--- config.mk ---
export PLATFORM = sky130hd
export DESIGN_NAME = approx_product_expander_flat
export DESIGN_NICKNAME = d
export VERILOG_FILES = /design/src/rtl/approx_product_expander_pkg.sv /design/src/rtl/approx_product_expander_if.sv /design/src/rtl/approx_product_expander_right_shift_register.sv /design/src/rtl/approx_product_expander.sv /design/src/flat_wrapper.sv
export SDC_FILE = /design/constraint.sdc
export NUM_CORES = 1
export LEC_CHECK = 0
export ABC_AREA = 0
export CAP_MARGIN = 20
export CORE_MARGIN = 4
export CORE_UTILIZATION = 42
export DETAILED_ROUTE_END_ITERATION = 12
export GPL_ROUTABILITY_DRIVEN = 1
export PLACE_DENSITY = 0.74
export SETUP_SLACK_MARGIN = 0.3
export SLEW_MARGIN = 25
export SYNTH_ARGS = -nofsm -noshare
export SYNTH_HDL_FRONTEND = slang
export SYNTH_HIERARCHICAL = 1
export SYNTH_SLANG_ARGS = --single-unit
--- constraint.sdc ---
create_clock -name clk -period 1.7 [get_ports clk]
set_input_delay 0.255 -clock clk [delete_from_list [all_inputs] [get_ports clk]]
set_output_delay 0.255 -clock clk [all_outputs]
set_load 0.02 [all_outputs]
--- src/rtl/approx_product_expander_pkg.sv ---
// rtl/approx_product_expander_pkg.sv - shared constants and state type for the product expander
package approx_product_expander_pkg;

    localparam int MANT_W_DEF = 8;
    localparam int LZ_W_DEF   = 5;
    localparam int PROD_W     = 2 * MANT_W_DEF;
    localparam int RES_W      = 4 * MANT_W_DEF;

    localparam logic [1:0] ST_IDLE  = 2'd0;
    localparam logic [1:0] ST_SHIFT = 2'd1;
    localparam logic [1:0] ST_DONE  = 2'd2;

    typedef enum logic [1:0] {
        S_IDLE  = ST_IDLE,
        S_SHIFT = ST_SHIFT,
        S_DONE  = ST_DONE
    } state_t;

endpackage

--- src/rtl/approx_product_expander_if.sv ---
// rtl/approx_product_expander_if.sv - valid/ready bundle between multiplier, expander and consumer
interface approx_product_expander_if #(
    parameter int MANT_WIDTH = 8,
    parameter int LZ_WIDTH   = 5
);
    logic                      in_valid;
    logic                      in_ready;
    logic [2*MANT_WIDTH-1:0]   mant;
    logic [LZ_WIDTH-1:0]       lz_a;
    logic [LZ_WIDTH-1:0]       lz_b;
    logic                      out_valid;
    logic                      out_ready;
    logic [4*MANT_WIDTH-1:0]   result;

    // Upstream producer and downstream consumer side
    modport master (
        output in_valid, mant, lz_a, lz_b, out_ready,
        input  in_ready, out_valid, result
    );

    // Expander side
    modport slave (
        input  in_valid, mant, lz_a, lz_b, out_ready,
        output in_ready, out_valid, result
    );
endinterface

--- src/rtl/approx_product_expander_right_shift_register.sv ---
// rtl/approx_product_expander_right_shift_register.sv - loadable logical right shift register
module right_shift_register #(
    parameter int WIDTH = 32
) (
    input  logic             clk,
    input  logic             rst,
    input  logic             load,
    input  logic             shift_en,
    input  logic [WIDTH-1:0] in,
    input  logic             in_sh,
    output logic [WIDTH-1:0] out
);

    logic [WIDTH-1:0] data_q;
    logic [WIDTH-1:0] data_d;

    // Load wins over shift; in_sh enters at the MSB
    always_comb begin
        data_d = data_q;
        if (load) begin
            data_d = in;
        end else if (shift_en) begin
            data_d = {in_sh, data_q[WIDTH-1:1]};
        end
    end

    // Register update with synchronous reset
    always_ff @(posedge clk) begin
        if (rst) begin
            data_q <= '0;
        end else begin
            data_q <= data_d;
        end
    end

    assign out = data_q;

endmodule

--- src/rtl/approx_product_expander.sv ---
// rtl/approx_product_expander.sv - rebuilds the full product by shifting right by both leading-zero counts
module approx_product_expander
    import approx_product_expander_pkg::*;
#(
    parameter int MANT_WIDTH = MANT_W_DEF,
    parameter int LZ_WIDTH   = LZ_W_DEF
) (
    input  logic                     clk,
    input  logic                     rst,
    approx_product_expander_if.slave bus
);

    localparam int PW    = 2 * MANT_WIDTH;
    localparam int RW    = 4 * MANT_WIDTH;
    localparam int CNT_W = LZ_WIDTH + 1;

    state_t             state_q, state_d;
    logic [CNT_W-1:0]   count_q, count_d;
    logic               in_ready_q, in_ready_d;
    logic               out_valid_q, out_valid_d;

    logic [CNT_W-1:0]   shift_sum;
    logic               zero_rule;
    logic               sr_load;
    logic               sr_shift;
    logic [RW-1:0]      sr_in;
    logic [RW-1:0]      sr_out;

    // A count equal to PW flags a zero operand; larger counts are treated the same way
    always_comb begin
        shift_sum = {1'b0, bus.lz_a} + {1'b0, bus.lz_b};
        zero_rule = ({1'b0, bus.lz_a} >= CNT_W'(PW)) || ({1'b0, bus.lz_b} >= CNT_W'(PW));
        sr_in     = zero_rule ? '0 : {bus.mant, {PW{1'b0}}};
    end

    // Next-state, counter and registered handshake outputs
    always_comb begin
        state_d     = state_q;
        count_d     = count_q;
        in_ready_d  = in_ready_q;
        out_valid_d = out_valid_q;
        sr_load     = 1'b0;
        sr_shift    = 1'b0;
        case (state_q)
            S_IDLE: begin
                if (bus.in_valid) begin
                    sr_load    = 1'b1;
                    count_d    = shift_sum;
                    in_ready_d = 1'b0;
                    if (zero_rule || (shift_sum == '0)) begin
                        state_d     = S_DONE;
                        out_valid_d = 1'b1;
                    end else begin
                        state_d = S_SHIFT;
                    end
                end
            end
            S_SHIFT: begin
                sr_shift = 1'b1;
                count_d  = count_q - CNT_W'(1);
                if (count_q == CNT_W'(1)) begin
                    state_d     = S_DONE;
                    out_valid_d = 1'b1;
                end
            end
            S_DONE: begin
                if (bus.out_ready) begin
                    state_d     = S_IDLE;
                    out_valid_d = 1'b0;
                    in_ready_d  = 1'b1;
                end
            end
            default: begin
                state_d     = S_IDLE;
                count_d     = '0;
                in_ready_d  = 1'b1;
                out_valid_d = 1'b0;
            end
        endcase
    end

    // FSM state, counter and output flops
    always_ff @(posedge clk) begin
        if (rst) begin
            state_q     <= S_IDLE;
            count_q     <= '0;
            in_ready_q  <= 1'b1;
            out_valid_q <= 1'b0;
        end else begin
            state_q     <= state_d;
            count_q     <= count_d;
            in_ready_q  <= in_ready_d;
            out_valid_q <= out_valid_d;
        end
    end

    right_shift_register #(
        .WIDTH (RW)
    ) u_shift (
        .clk      (clk),
        .rst      (rst),
        .load     (sr_load),
        .shift_en (sr_shift),
        .in       (sr_in),
        .in_sh    (1'b0),
        .out      (sr_out)
    );

    assign bus.in_ready  = in_ready_q;
    assign bus.out_valid = out_valid_q;
    assign bus.result    = sr_out;

endmodule

--- src/flat_wrapper.sv ---
// flat-port wrapper written by rule: the top's interface ports become plain ports
module approx_product_expander_flat import approx_product_expander_pkg::*;
#(
    parameter int MANT_WIDTH = MANT_W_DEF,
    parameter int LZ_WIDTH   = LZ_W_DEF
)
  (clk, rst, bus_in_valid, bus_mant, bus_lz_a, bus_lz_b, bus_out_ready, bus_in_ready, bus_out_valid, bus_result);
  approx_product_expander_if #(.MANT_WIDTH(MANT_WIDTH), .LZ_WIDTH(LZ_WIDTH)) bus_i ();
  input  logic clk;
  input  logic rst;
  input wire logic [$bits(bus_i.in_valid)-1:0] bus_in_valid;
  input wire logic [$bits(bus_i.mant)-1:0] bus_mant;
  input wire logic [$bits(bus_i.lz_a)-1:0] bus_lz_a;
  input wire logic [$bits(bus_i.lz_b)-1:0] bus_lz_b;
  input wire logic [$bits(bus_i.out_ready)-1:0] bus_out_ready;
  output wire logic [$bits(bus_i.in_ready)-1:0] bus_in_ready;
  output wire logic [$bits(bus_i.out_valid)-1:0] bus_out_valid;
  output wire logic [$bits(bus_i.result)-1:0] bus_result;
  assign bus_i.in_valid = bus_in_valid;
  assign bus_i.mant = bus_mant;
  assign bus_i.lz_a = bus_lz_a;
  assign bus_i.lz_b = bus_lz_b;
  assign bus_i.out_ready = bus_out_ready;
  assign bus_in_ready = bus_i.in_ready;
  assign bus_out_valid = bus_i.out_valid;
  assign bus_result = bus_i.result;
  approx_product_expander #(.MANT_WIDTH(MANT_WIDTH), .LZ_WIDTH(LZ_WIDTH)) u_core (.clk(clk), .rst(rst), .bus(bus_i));
endmodule
After elaboration in Yosys (flattened, before gate mapping)
Cells that the tools add are included.
{"block": "word_totals", "input_bits": 30, "out_inout_bits": 34, "wordCells": 48, "ff_bits": 42}
{"block": "op_classes", "n_addsub": 2, "bitwise_logic": 2, "order_cmp": 2, "mux": 21, "eq_ne": 7, "n_reduce_logical": 9}
{"operator": "$mux 32", "n": 3}
{"operator": "$pmux 6 s3", "n": 1}
{"operator": "$ge 5x5->1 const B", "n": 2}
{"operator": "$mux 1", "n": 9}
{"operator": "$mux 2", "n": 4}
{"operator": "$add 5x5->6", "n": 1}
{"operator": "$eq 6x1->1 const B", "n": 1}
{"operator": "$logic_not 6->1", "n": 1}
{"operator": "$mux 6", "n": 1}
{"operator": "$pmux 1 s3", "n": 2}
{"operator": "$pmux 2 s3", "n": 1}
{"operator": "$reduce_and 3->1", "n": 2}
{"operator": "$sub 6x1->6 const B", "n": 1}
{"operator": "$ne 2x1->1 const B", "n": 2}
{"operator": "$ne 2x2->1 const B", "n": 2}
{"operator": "$reduce_and 4->1", "n": 1}
{"operator": "$eq 2x1->1 const B", "n": 1}
{"operator": "$eq 2x2->1 const B", "n": 1}
{"operator": "$logic_not 2->1", "n": 1}
{"operator": "$logic_or 1x1->1", "n": 2}
{"operator": "$not 1->1", "n": 2}
{"operator": "$reduce_and 2->1", "n": 1}
{"operator": "$reduce_bool 2->1", "n": 1}

Longest topological paths before layout
{"block": "depth", "depth_word": 6, "depth_mapped": 7, "ltp_nobuf": 6}

Hierarchy
Netlist, hierarchy kept.
{"module": "right_shift_register", "n_inst": 1, "cells_per_inst": 142, "area_per_inst_um2": 1510.2}
{"module": "approx_product_expander", "n_inst": 1, "cells_per_inst": 134, "area_per_inst_um2": 1024.7}

Worst setup path before layout
Ideal clock, no wire load.
{"block": "synth_path", "kind": "input to register", "from": "in bus_lz_a[0]", "to": "reg u_core.out_valid_q (netlist: u_core/bus.out_valid)", "setup_ns": 0.069, "arrival_ns": 1.704, "setup_slack_ns": -0.073, "n_path_buf": 0, "cell_stages": 6, "required_time_ns": 1.631, "cell_sequence": "ha_1 fa_1 a211oi_2 o21ai_0 a221o_1 o21ai_1"}
{"block": "synth_between", "elab_chain_len": 5}
{"item": "start: declaration", "line_no": "flat_wrapper.sv:13", "source": "input wire logic [$bits(bus_i.lz_a)-1:0] bus_lz_a;"}
{"item": "$add 5x5->6 / $ge 5x5->1 (equally long branches)", "line_no": "approx_product_expander.sv:31, approx_product_expander.sv:32"}
{"item": "$logic_not 6->1 / $logic_or 1x1->1 (equally long branches)", "line_no": "approx_product_expander.sv:50, approx_product_expander.sv:32"}
{"item": "$logic_or 1x1->1 *", "line_no": "approx_product_expander.sv:50", "source": "if (zero_rule || (shift_sum == '0)) begin"}
{"item": "$ne 2x1->1 (no source line) *"}
{"item": "$reduce_and 4->1 (no source line) *"}
{"item": "end signal: assignment", "line_no": "approx_product_expander.sv:93", "source": "out_valid_q <= out_valid_d;"}
{"item": "end: declaration", "line_no": "approx_product_expander.sv:20", "source": "logic out_valid_q, out_valid_d;"}
Every way passes the cells marked *; elsewhere a longest branch is shown, timed or not.
A chain may end at the register's enable or synchronous reset.

Worst setup path after layout
{"block": "layout_path", "from": "in bus_lz_b[0]", "to": "reg u_core.state_q[1]"}
{"block": "layout_between", "elab_chain_len": 6}
{"item": "start: declaration", "line_no": "flat_wrapper.sv:14", "source": "input wire logic [$bits(bus_i.lz_b)-1:0] bus_lz_b;"}
{"item": "$add 5x5->6 / $ge 5x5->1 (equally long branches)", "line_no": "approx_product_expander.sv:31, approx_product_expander.sv:32"}
{"item": "$logic_not 6->1 / $logic_or 1x1->1 (equally long branches)", "line_no": "approx_product_expander.sv:50, approx_product_expander.sv:32"}
{"item": "$logic_or 1x1->1 *", "line_no": "approx_product_expander.sv:50"}
{"item": "$mux 2 *", "line_no": "approx_product_expander.sv:50"}
{"item": "$mux 2 *", "line_no": "approx_product_expander.sv:46", "source": "if (bus.in_valid) begin"}
{"item": "$pmux 2 s3 *", "line_no": "approx_product_expander.sv:44", "source": "case (state_q)"}
{"item": "end signal: assignment", "line_no": "approx_product_expander.sv:90", "source": "state_q <= state_d;"}
{"item": "end: declaration", "line_no": "approx_product_expander.sv:17", "source": "state_t state_q, state_d;"}
Every way passes the cells marked *; elsewhere a longest branch is shown, timed or not. The select of a mux whose other input is x is not followed.

==> flow_summary.ini <==
[timing]
fmax_ghz = 0.6494
fin_skew_ns = 0.008865
rsz0062_at_grt = yes
setup_viol = 0
final_hold_viol_count = 0
hold_slack_ns = 0.4322
min_period_over_period = 0.9058
setup_slack_ns = 0.1602
fin_crit_ns = 1.540
maxSlewViolCount = 0

[grt]
grt_pass1_wl_mm = 10.30
gr-total-overflow = 0
grt_pass1_vias = 2123
grt_max_degree = 33
grt_usage = 0.1691
antenna_found_initial = 0

[cts]
hold_buffers = 0
root_buffer = clkbuf_8
cts_tree = yes
htree_num_levels = 2
cts.sinks = 42
cts_max_path_buffers = 2
insertion_delay_ns = 0.30
cts_inserted_buffers = 5
clk_pin_slew_ns = 0.08

[die]
core_area_mm2 = 0.005886
die_width_um = 85.69
rows = 28
io_pins = 64
die_y_um = 85.69
floorplan.initialDensity = 0.4307
die_area_mm2 = 0.007343

[setup_path]
path_cells = buf_6 -> ha_4 -> fa_2 -> buf_4 -> nor2_2 -> a21oi_2 -> or3_4 -> o21ai_2
r2r_setup_slack_ns = 0.21
cp_num_buf_inv = 2
start_kind = input pin
cp-end-kind = register
cp_slowest_stage_delay_ns = 0.40
crit_path_max_fanout = 3
required_ns = 1.93
cp.arrival_ns = 1.77
worst-setup-path-type = input pin to register
crit_slowest_cell = or3_4
crit_family = adder cells

[route]
drc = 0
wirelength_mm = 6.382
drt_iter0_drc = 66
final_antenna_net_count = 0
via_per_inst = 5.194
drt-pass1-iter-count = 4
vias = 2332
wl_per_cell_um = 14.21

[layout]
fin_cells = 449
num_antenna_cells = 0
area_growth_pct = 45.85
finish.utilization = 0.6282
drive_above_1_share = 0.2380
layout.nets = 412

[synthesis]
synth_area_leaders = dfxtp_1, mux2i_1, a211oi_1, nor2b_1, and2_1
synth_area_leader_cell = dfxtp_1
synth_top_area_share = 0.3317
ys_seq_area_frac = 0.3317
synthArstFlopShare = 0
synth_edf_count = 0
synth_warnings = 6
yosysUniqueCellTypes = 48
ys_ff_latch = 42
synthCells = 276
synth.avg_cell_area_um2 = 9.185
synthFlopType = dfxtp_1
syn_area_mm2 = 0.002535
yosys-top-cells-count = dfxtp_1, a211oi_1, mux2i_1, nor2b_1, and2_1
synth.most_common_cell = dfxtp_1

[power]
finalPower_mw = 3.306
combinationalPowerShare = 0.419
power.density_mw_per_mm2 = 894.2
pwr-share-seq = 0.388
p_int_mw = 2.107
clockPowerShare = 0.193
switching_power_mw = 1.199
peakVddDrop_mv = 0.4979
netSwitchingFraction = 0.3626
power.leakage_nw = 1.537

[placed_design]
portBuffers = 63
pre_cts_ws_ns = -0.4848
dp_hpwl_mm = 4.524
dp.cells = 434
gp_congestion = 0.8444

[hold_path]
holdCritPathClass = input pin to register

[run]
maxCapViolations = 0

[status]
status = finished clean
[sequential cells by signal, indices dropped and copies added, names as in the netlist]
signal and flops:
u_core/u_shift/out 32, u_core/bus.in_ready 1, u_core/bus.out_valid 1, u_core/state_q 2
u_core/count_q 6
[cells by family after synthesis]
| kind of cell | Yosys count | synth area share |
|---|---|---|
| and+or+nand+nor | 87 | 0.2019 |
| other | 1 | 0.001479 |
| muxes | 34 | 0.1343 |
| DFF | 42 | 0.3317 |
| adders and majority gates | 9 | 0.04739 |
| buffers and inverters | 29 | 0.07157 |
| xor gates and xnor gates | 3 | 0.01037 |
| AOI/OAI and AO/OA | 71 | 0.2014 |
[power by group through the flow]
stage          sequential (mW)  clock, mW  combinational (mW)
2_1_floorplan             1.40          0               0.708
4_1_cts                   1.27      0.649                1.28
3_3_place_gp              1.29          0                1.27
5_1_grt                   1.31      0.688                1.50
6_report                  1.28      0.638                1.38
3_5_place_dp              1.29          0                1.29
[layout by cell type (no fill, tap or decap), drive strengths merged, types with 2 or more instances in the layout]
| cell | count |
|---|---|
| dfxtp | 42 |
| dlygate4sd2 | 39 |
| a211oi | 35 |
| mux2i | 34 |
| nor2b | 34 |
| buf | 33 |
| clkdlybuf4s50 | 18 |
| conb | 17 |
| and2 | 17 |
| nor2 | 10 |
| inv | 10 |
| a21oi | 9 |
| ha | 8 |
| o21ai | 8 |
| nand2 | 6 |
| clkbuf | 6 |
| nand3 | 5 |
| nor3 | 4 |
| or3 | 3 |
| clkinv | 3 |
| nand2b | 3 |
| o22a | 2 |
| a21o | 2 |
| a31oi | 2 |
| nor3b | 2 |
| xor2 | 2 |
[routing by layer]
metal | part of all wire | global-route usage
met5 | 0 | 0
met4 | 0.016 | 0.04604
met3 | 0.054 | 0.03170
met2 | 0.48 | 0.2782
met1 | 0.45 | 0.2271
[worst paths after layout]
check                                    startpoint                   to  cells after the start
worst max-delay path                    bus_lz_b[0]    u_core/state_q[1]                      8
worst min register to register  u_core/bus.in_ready  u_core/bus.in_ready                      2
worst max register to register    u_core/count_q[2]    u_core/state_q[1]                      4
worst min-delay path                   bus_in_valid    u_core/count_q[4]                      4
[tightest hold or removal path, stage by stage]
cell            delay, ns
dlymetal6s2s_1       0.14
buf_6                0.13
nand3_1              0.08
a211oi_2             0.07
[stage by stage]
step | setup TNS [ns] | instance area (µm²)
floorplan | 0 | 2610
global placement | -4.769 | 3372
detailed placement | -5.021 | 3372
CTS | 0 | 3530
global route | 0 | 3697
finish | 0 | 3697
[area by class of cell]
cell class                 count  area [µm²]
clock buffer                   6       72.57
clock inverter                 2       13.76
fill                         544        2188
inverter                      11       42.54
multi-input combinational    221        1792
sequential                    42       852.1
tap                           75       93.84
timing repair buffer          92       830.8
[timing repair]
action,4_1_cts,5_1_grt
pin swaps,13,13
resized for setup,86,32
setup endpoints to repair,74,40
setup buffers,2,5
Power figures use the tool's default switching activity.
